===== config.mk =====
export PLATFORM = sky130hd
export DESIGN_NAME = tablero_escritor
export DESIGN_NICKNAME = d
export VERILOG_FILES = /design/src/rtl/tablero_escritor.sv
export SDC_FILE = /design/constraint.sdc
export NUM_CORES = 1
export LEC_CHECK = 0
export CAP_MARGIN = 25
export CORE_ASPECT_RATIO = 0.6
export CORE_UTILIZATION = 30
export CTS_CLUSTER_DIAMETER = 150
export DETAILED_ROUTE_END_ITERATION = 10
export SYNTH_ARGS = -nofsm -noshare
export SYNTH_HDL_FRONTEND = slang
export SYNTH_SLANG_ARGS = --single-unit
export TNS_END_PERCENT = 10

===== constraint.sdc =====
create_clock -name clk -period 2.5 [get_ports clk]
set_clock_uncertainty 0.05 [all_clocks]
set_input_delay 0.5 -clock clk [delete_from_list [all_inputs] [get_ports clk]]
set_output_delay 0.5 -clock clk [all_outputs]
set_load 0.02 [all_outputs]

===== src/rtl/tablero_escritor.sv =====
// Tic-tac-toe board writer: owns the 3x3 board and handshakes player moves.
// Optional macro TURN_TIMER_EN adds a per-turn timeout with an automatic move.
module tablero_escritor #(
    parameter int unsigned TIEMPO_TURNO = 500_000_000
) (
    input  logic                  clk,
    input  logic                  rst,
    input  logic                  reiniciar,
    input  logic                  ganador,
    input  logic                  mov_valid,
    input  logic [1:0]            mov_fila,
    input  logic [1:0]            mov_col,
    output logic                  mov_ready,
    output logic                  mov_ack,
    output logic                  mov_err,
    output logic [2:0][2:0][1:0]  juego,
    output logic [1:0]            jugador,
    output logic [3:0]            num_mov,
    output logic                  fin_juego,
    output logic                  timeout
);

    typedef enum logic [1:0] {ESPERA = 2'd0, PAUSA = 2'd1, FIN = 2'd2} estado_t;

    estado_t              estado_q, estado_d;
    logic [2:0][2:0][1:0] juego_q, juego_d;
    logic [1:0]           jugador_q, jugador_d;
    logic [3:0]           num_mov_q, num_mov_d;
    logic                 ack_q, ack_d, err_q, err_d, to_q, to_d;
    logic                 ready_q, ready_d, fin_q, fin_d;
    logic                 hs_s, en_rango_s, legal_s, expira_s;
    logic [1:0]           celda_s;

    assign hs_s = mov_valid && (estado_q == ESPERA);

    // Target cell lookup without indexing past row/column 2
    always_comb begin
        celda_s    = 2'd0;
        en_rango_s = (mov_fila <= 2'd2) && (mov_col <= 2'd2);
        for (int r = 0; r < 3; r++) begin
            for (int c = 0; c < 3; c++) begin
                if ((mov_fila == 2'(r)) && (mov_col == 2'(c))) begin
                    celda_s = juego_q[r][c];
                end else begin
                    celda_s = celda_s;
                end
            end
        end
        legal_s = en_rango_s && (celda_s == 2'd0);
    end

`ifdef TURN_TIMER_EN
    localparam int unsigned     CW      = $clog2(TIEMPO_TURNO);
    localparam logic [CW-1:0]   CNT_MAX = CW'(TIEMPO_TURNO - 1);

    logic [CW-1:0] cnt_q, cnt_d;
    logic [1:0]    libre_f_s, libre_c_s;
    logic          hay_libre_s;

    // Turn counter; any offered move (handshake in ESPERA) restarts the turn
    always_comb begin
        expira_s = (estado_q == ESPERA) && (cnt_q == CNT_MAX) && !mov_valid;
        if (reiniciar || (estado_q != ESPERA) || mov_valid || (cnt_q == CNT_MAX)) begin
            cnt_d = '0;
        end else begin
            cnt_d = cnt_q + CW'(1);
        end
    end

    // First empty cell in row-major order for the automatic move
    always_comb begin
        hay_libre_s = 1'b0;
        libre_f_s   = 2'd0;
        libre_c_s   = 2'd0;
        for (int r = 0; r < 3; r++) begin
            for (int c = 0; c < 3; c++) begin
                if (!hay_libre_s && (juego_q[r][c] == 2'd0)) begin
                    hay_libre_s = 1'b1;
                    libre_f_s   = 2'(r);
                    libre_c_s   = 2'(c);
                end else begin
                    hay_libre_s = hay_libre_s;
                end
            end
        end
    end

    // Turn counter register
    always_ff @(posedge clk or posedge rst) begin
        if (rst) begin
            cnt_q <= '0;
        end else begin
            cnt_q <= cnt_d;
        end
    end
`else
    assign expira_s = 1'b0;
`endif

    // Next-state logic
    always_comb begin
        estado_d = estado_q;
        case (estado_q)
            ESPERA: begin
                if (hs_s || expira_s) begin
                    estado_d = PAUSA;
                end else if (ganador) begin
                    estado_d = FIN;
                end else begin
                    estado_d = ESPERA;
                end
            end
            PAUSA: begin
                if ((num_mov_q == 4'd9) || ganador) begin
                    estado_d = FIN;
                end else begin
                    estado_d = ESPERA;
                end
            end
            FIN:     estado_d = FIN;
            default: estado_d = ESPERA;
        endcase
        if (reiniciar) begin
            estado_d = ESPERA;
        end else begin
            estado_d = estado_d;
        end
    end

    // Board, turn, counters and pulses for the next cycle
    always_comb begin
        juego_d   = juego_q;
        jugador_d = jugador_q;
        num_mov_d = num_mov_q;
        ack_d     = 1'b0;
        err_d     = 1'b0;
        to_d      = 1'b0;
        if (reiniciar) begin
            juego_d   = '0;
            jugador_d = 2'd1;
            num_mov_d = 4'd0;
        end else if (hs_s) begin
            if (legal_s) begin
                juego_d[mov_fila][mov_col] = jugador_q;
                jugador_d = (jugador_q == 2'd1) ? 2'd2 : 2'd1;
                num_mov_d = num_mov_q + 4'd1;
                ack_d     = 1'b1;
            end else begin
                err_d = 1'b1;
            end
        end
`ifdef TURN_TIMER_EN
        else if (expira_s) begin
            juego_d[libre_f_s][libre_c_s] = jugador_q;
            jugador_d = (jugador_q == 2'd1) ? 2'd2 : 2'd1;
            num_mov_d = num_mov_q + 4'd1;
            ack_d     = 1'b1;
            to_d      = 1'b1;
        end
`endif
        else begin
            juego_d = juego_q;
        end
        ready_d = (estado_d == ESPERA);
        fin_d   = (estado_d == FIN);
    end

    // State and output registers
    always_ff @(posedge clk or posedge rst) begin
        if (rst) begin
            estado_q  <= ESPERA;
            juego_q   <= '0;
            jugador_q <= 2'd1;
            num_mov_q <= 4'd0;
            ack_q     <= 1'b0;
            err_q     <= 1'b0;
            to_q      <= 1'b0;
            ready_q   <= 1'b1;
            fin_q     <= 1'b0;
        end else begin
            estado_q  <= estado_d;
            juego_q   <= juego_d;
            jugador_q <= jugador_d;
            num_mov_q <= num_mov_d;
            ack_q     <= ack_d;
            err_q     <= err_d;
            to_q      <= to_d;
            ready_q   <= ready_d;
            fin_q     <= fin_d;
        end
    end

    assign mov_ready = ready_q;
    assign mov_ack   = ack_q;
    assign mov_err   = err_q;
    assign juego     = juego_q;
    assign jugador   = jugador_q;
    assign num_mov   = num_mov_q;
    assign fin_juego = fin_q;
    assign timeout   = to_q;

endmodule


==> impl_results.md <==
* Status: completed
* Clock sink count at 30
* Critical path launch point type: input pin
* Fin util at 45.2%
* Area fraction in compound gates after synthesis at 26.3%
* Main synth FF type: dfrtp_1
* Post-DRT Antenna Nets at 0
* Most frequent cells in the layout: 34 x clkdlybuf4s50_1, 28 x dfrtp_1, 19 x buf_4
* H-tree depth at 2
* Final HPWL DP at 2880 um
* LEAKAGE at ~0.00088 uW
* Multiplexer area fraction after synthesis at 0%
* Clk slew on worst S/H paths at 70 ps
* CTS tree: yes
* Die area at roughly 5200 um^2
* Worst skew pair latency at 280 ps
* Slowest CP cell: clkdlybuf4s50_1
* Post-synth ARST share at 100%
* ANT cells at 0
* Post-synthesis xor/xnor area fraction at 0%
* Postcts setup bufs at 0
* RD Place Congestion at 0.832
* Post-synthesis adder-cell area fraction at 1.71%
* RSZ-0062 raised after global routing: no
* Area grow syn2layout at 43.4%
* Flop pwr share at 47.2%
* Die width at ~90 um
* Hold depth at 1
* Resized Gates After CTS at 0
* Warning count from the yosys run at 0
* Drt first pass iters at 4
* Vias in the first global route at between 1000 and 1500
* Crit path cell chain: clkdlybuf4s50_1 > buf_4 > o21a_1 > a311oi_2 > a21oi_2 > or4_1 > a21oi_1
* Synth top area cells: dfrtp_1 48%, o2bb2ai_1 8.4%, dfstp_2 3.6%
* Setup tns final at 0 ps
* Avg Inst Size Synth at 10.5 um^2
* Core box area at 4640 um^2
* Worst hold slack at roughly 460 ps
* Grt ovf at 0
* Max Fclk at between 0.4 and 0.5 GHz
* Global-route usage over all layers at 16.3%
* Yosys top cell area share at 47.9%
* Netlist cell types at 43
* Routed Wire Length at 3810 um
* Critical Path End Type: register
* Net Sw Power at 289 uW
* Worst R2R Setup Slack at 430 ps
* Post-Syn Area at 1460 um^2
* Initial core utilization at 31.6%
* Pin count of the biggest net entering global routing at 31
* Final Cycle Share at between 90% and 100%
* Clock network fraction of design power at 36.4%
* Max Root-Sink Buffers at 2
* Via Count at 1286
* Hold EP: juego[11]$_DFFE_PP0P_
* Net count after synthesis at 150
* Internal power at just over 800 uW
* Flops & latches, synth at 30
* WP data required at 2650 ps
* Initial antenna violation count at 0
* Synth Instances at between 100 and 150
* Count of flip-flops with a built-in enable after synthesis at 0
* Most common cell after layout, fill and taps aside: clkdlybuf4s50_1
* Max-slew violations at 0
* Worst-path fanout max at 4
* # DRC at 0
* Root Buffer: clkbuf_8
* Row count at 19
* Maxcap violations at 0
* Wire length per cell at 14.8 um
* Post-layout minimum cycle time at 2300 ps
* Hold Vio Cnt, Final at 0
* Crit-path max cell delay at 500 ps
* Share of cells above drive strength 1 at 18.0%
* CP arrival at 2440 ps
* Placed Area at 2000 um^2
* Hold Path Origin: juego[11]$_DFFE_PP0P_
* Fin area at 2100 um^2
* Worst hold path type: register to register
* Worst R2R End: num_mov[3]$_DFFE_PP0P_
* Simple-gate area share of the yosys netlist at 15.7%
* First-pass GRT wire length at 6380 um
* Num CTS Buffers at 5
* Die Height at 56.1 um
* Worst vdd ir at 0.000176 V
* R2r worst-path depth at 6
* Port bufs at 36
* Vias per inst at ~5.0
* Setup CP Type: input pin to register
* PwrDens at ~520 nW/um^2
* Sw Ratio at 26.4%
* Tot Pwr at 1090 uW
* Initial drt markers at 69
* Largest family of logic cells by synthesized area: compound AO/OA/AOI/OAI gates
* R2r startpoint: juego[5]$_DFFE_PP0P_
* CTS Hold Bufs at 0
* Ports at 38
* Gate power share at 16.4%
* Area leader, netlist: dfrtp_1
* Final #Nets at roughly 200
* Sequential share of the synthesized area at between 50% and 60%
* Setup Viol. Count Final at 0
## cell usage after synthesis, drive strengths merged (2+ instances only)
cell,number
nor3,2
dfstp,2
nor4b,3
o311a,2
nor2,10
nor2b,3
clkbuf,4
o31ai,2
nand3,3
a32o,2
nand4,3
o21ai,6
o21a,4
buf,4
ha,2
and2,2
o2bb2ai,14
and2b,2
dfrtp,28
a311oi,2
a21oi,7
inv,6
nand2,13
## power groups by stage
stage          Combinational, uW  Clock (uW)  Sequential [uW]
6_report                     179         398              517
5_1_grt                      195         430              518
4_1_cts                      180         408              516
3_5_place_dp                 179           0              525
3_3_place_gp                 177           0              524
2_1_floorplan               82.6           0              538
## cells by family after synthesis
kind of cell / Yosys count
AO/OA/AOI/OAI: 49
other: 1
AND/OR/NAND/NOR: 43
flip-flops: 30
adder cells (fa/ha/maj): 2
buffers and inverters: 14
## flip-flops by register name, summed over array words and instances (netlist names)
name / count
juego: 18
num_mov: 4
estado_q: 2
jugador: 2
fin_juego: 1
mov_ack: 1
mov_err: 1
mov_ready: 1
## critical path: cells and delay by family
kind | cells | cell delay (ps)
buffers and inverters | 2 | 680
AO/OA/AOI/OAI | 4 | 790
AND/OR/NAND/NOR | 1 | 480
## how the worst max path moves through the flow
stage                      startpoint                endpoint  cells past startpoint
after global placement    mov_fila[0]  num_mov[3]$_DFFE_PP0P_                      7
after floorplan            mov_col[0]  num_mov[3]$_DFFE_PP0P_                      7
after CTS                 mov_fila[0]  num_mov[3]$_DFFE_PP0P_                      7
final                     mov_fila[1]  num_mov[3]$_DFFE_PP0P_                      7
after global routing      mov_fila[1]  num_mov[3]$_DFFE_PP0P_                      8
after detailed placement  mov_fila[0]  num_mov[3]$_DFFE_PP0P_                      7
## stage by stage
step	cells	worst slack [ps]
5_1_grt	257	29.1
6_report	257	204
4_1_cts	257	53.9
3_3_place_gp	249	-151
3_5_place_dp	249	-206
2_1_floorplan	139	416
## layout make-up
| class | count | area [um^2] |
|---|---|---|
| Fill cell | 449 | 2540 |
| Sequential cell | 30 | 753 |
| Multi-Input combinational cell | 95 | 643 |
| Timing Repair Buffer | 55 | 508 |
| Clock buffer | 7 | 86.3 |
| Tap cell | 63 | 78.8 |
| Inverter | 6 | 22.5 |
| Clock inverter | 1 | 5.00 |
## per-layer routing
| metal | share of wire, % | GRT usage (%) |
|---|---|---|
| met5 | 0 | 0 |
| met4 | 1.7 | 7.14 |
| met3 | 4.4 | 4.51 |
| met2 | 39 | 21.1 |
| met1 | 55 | 24.8 |
(Power assumes the default switching activity.)
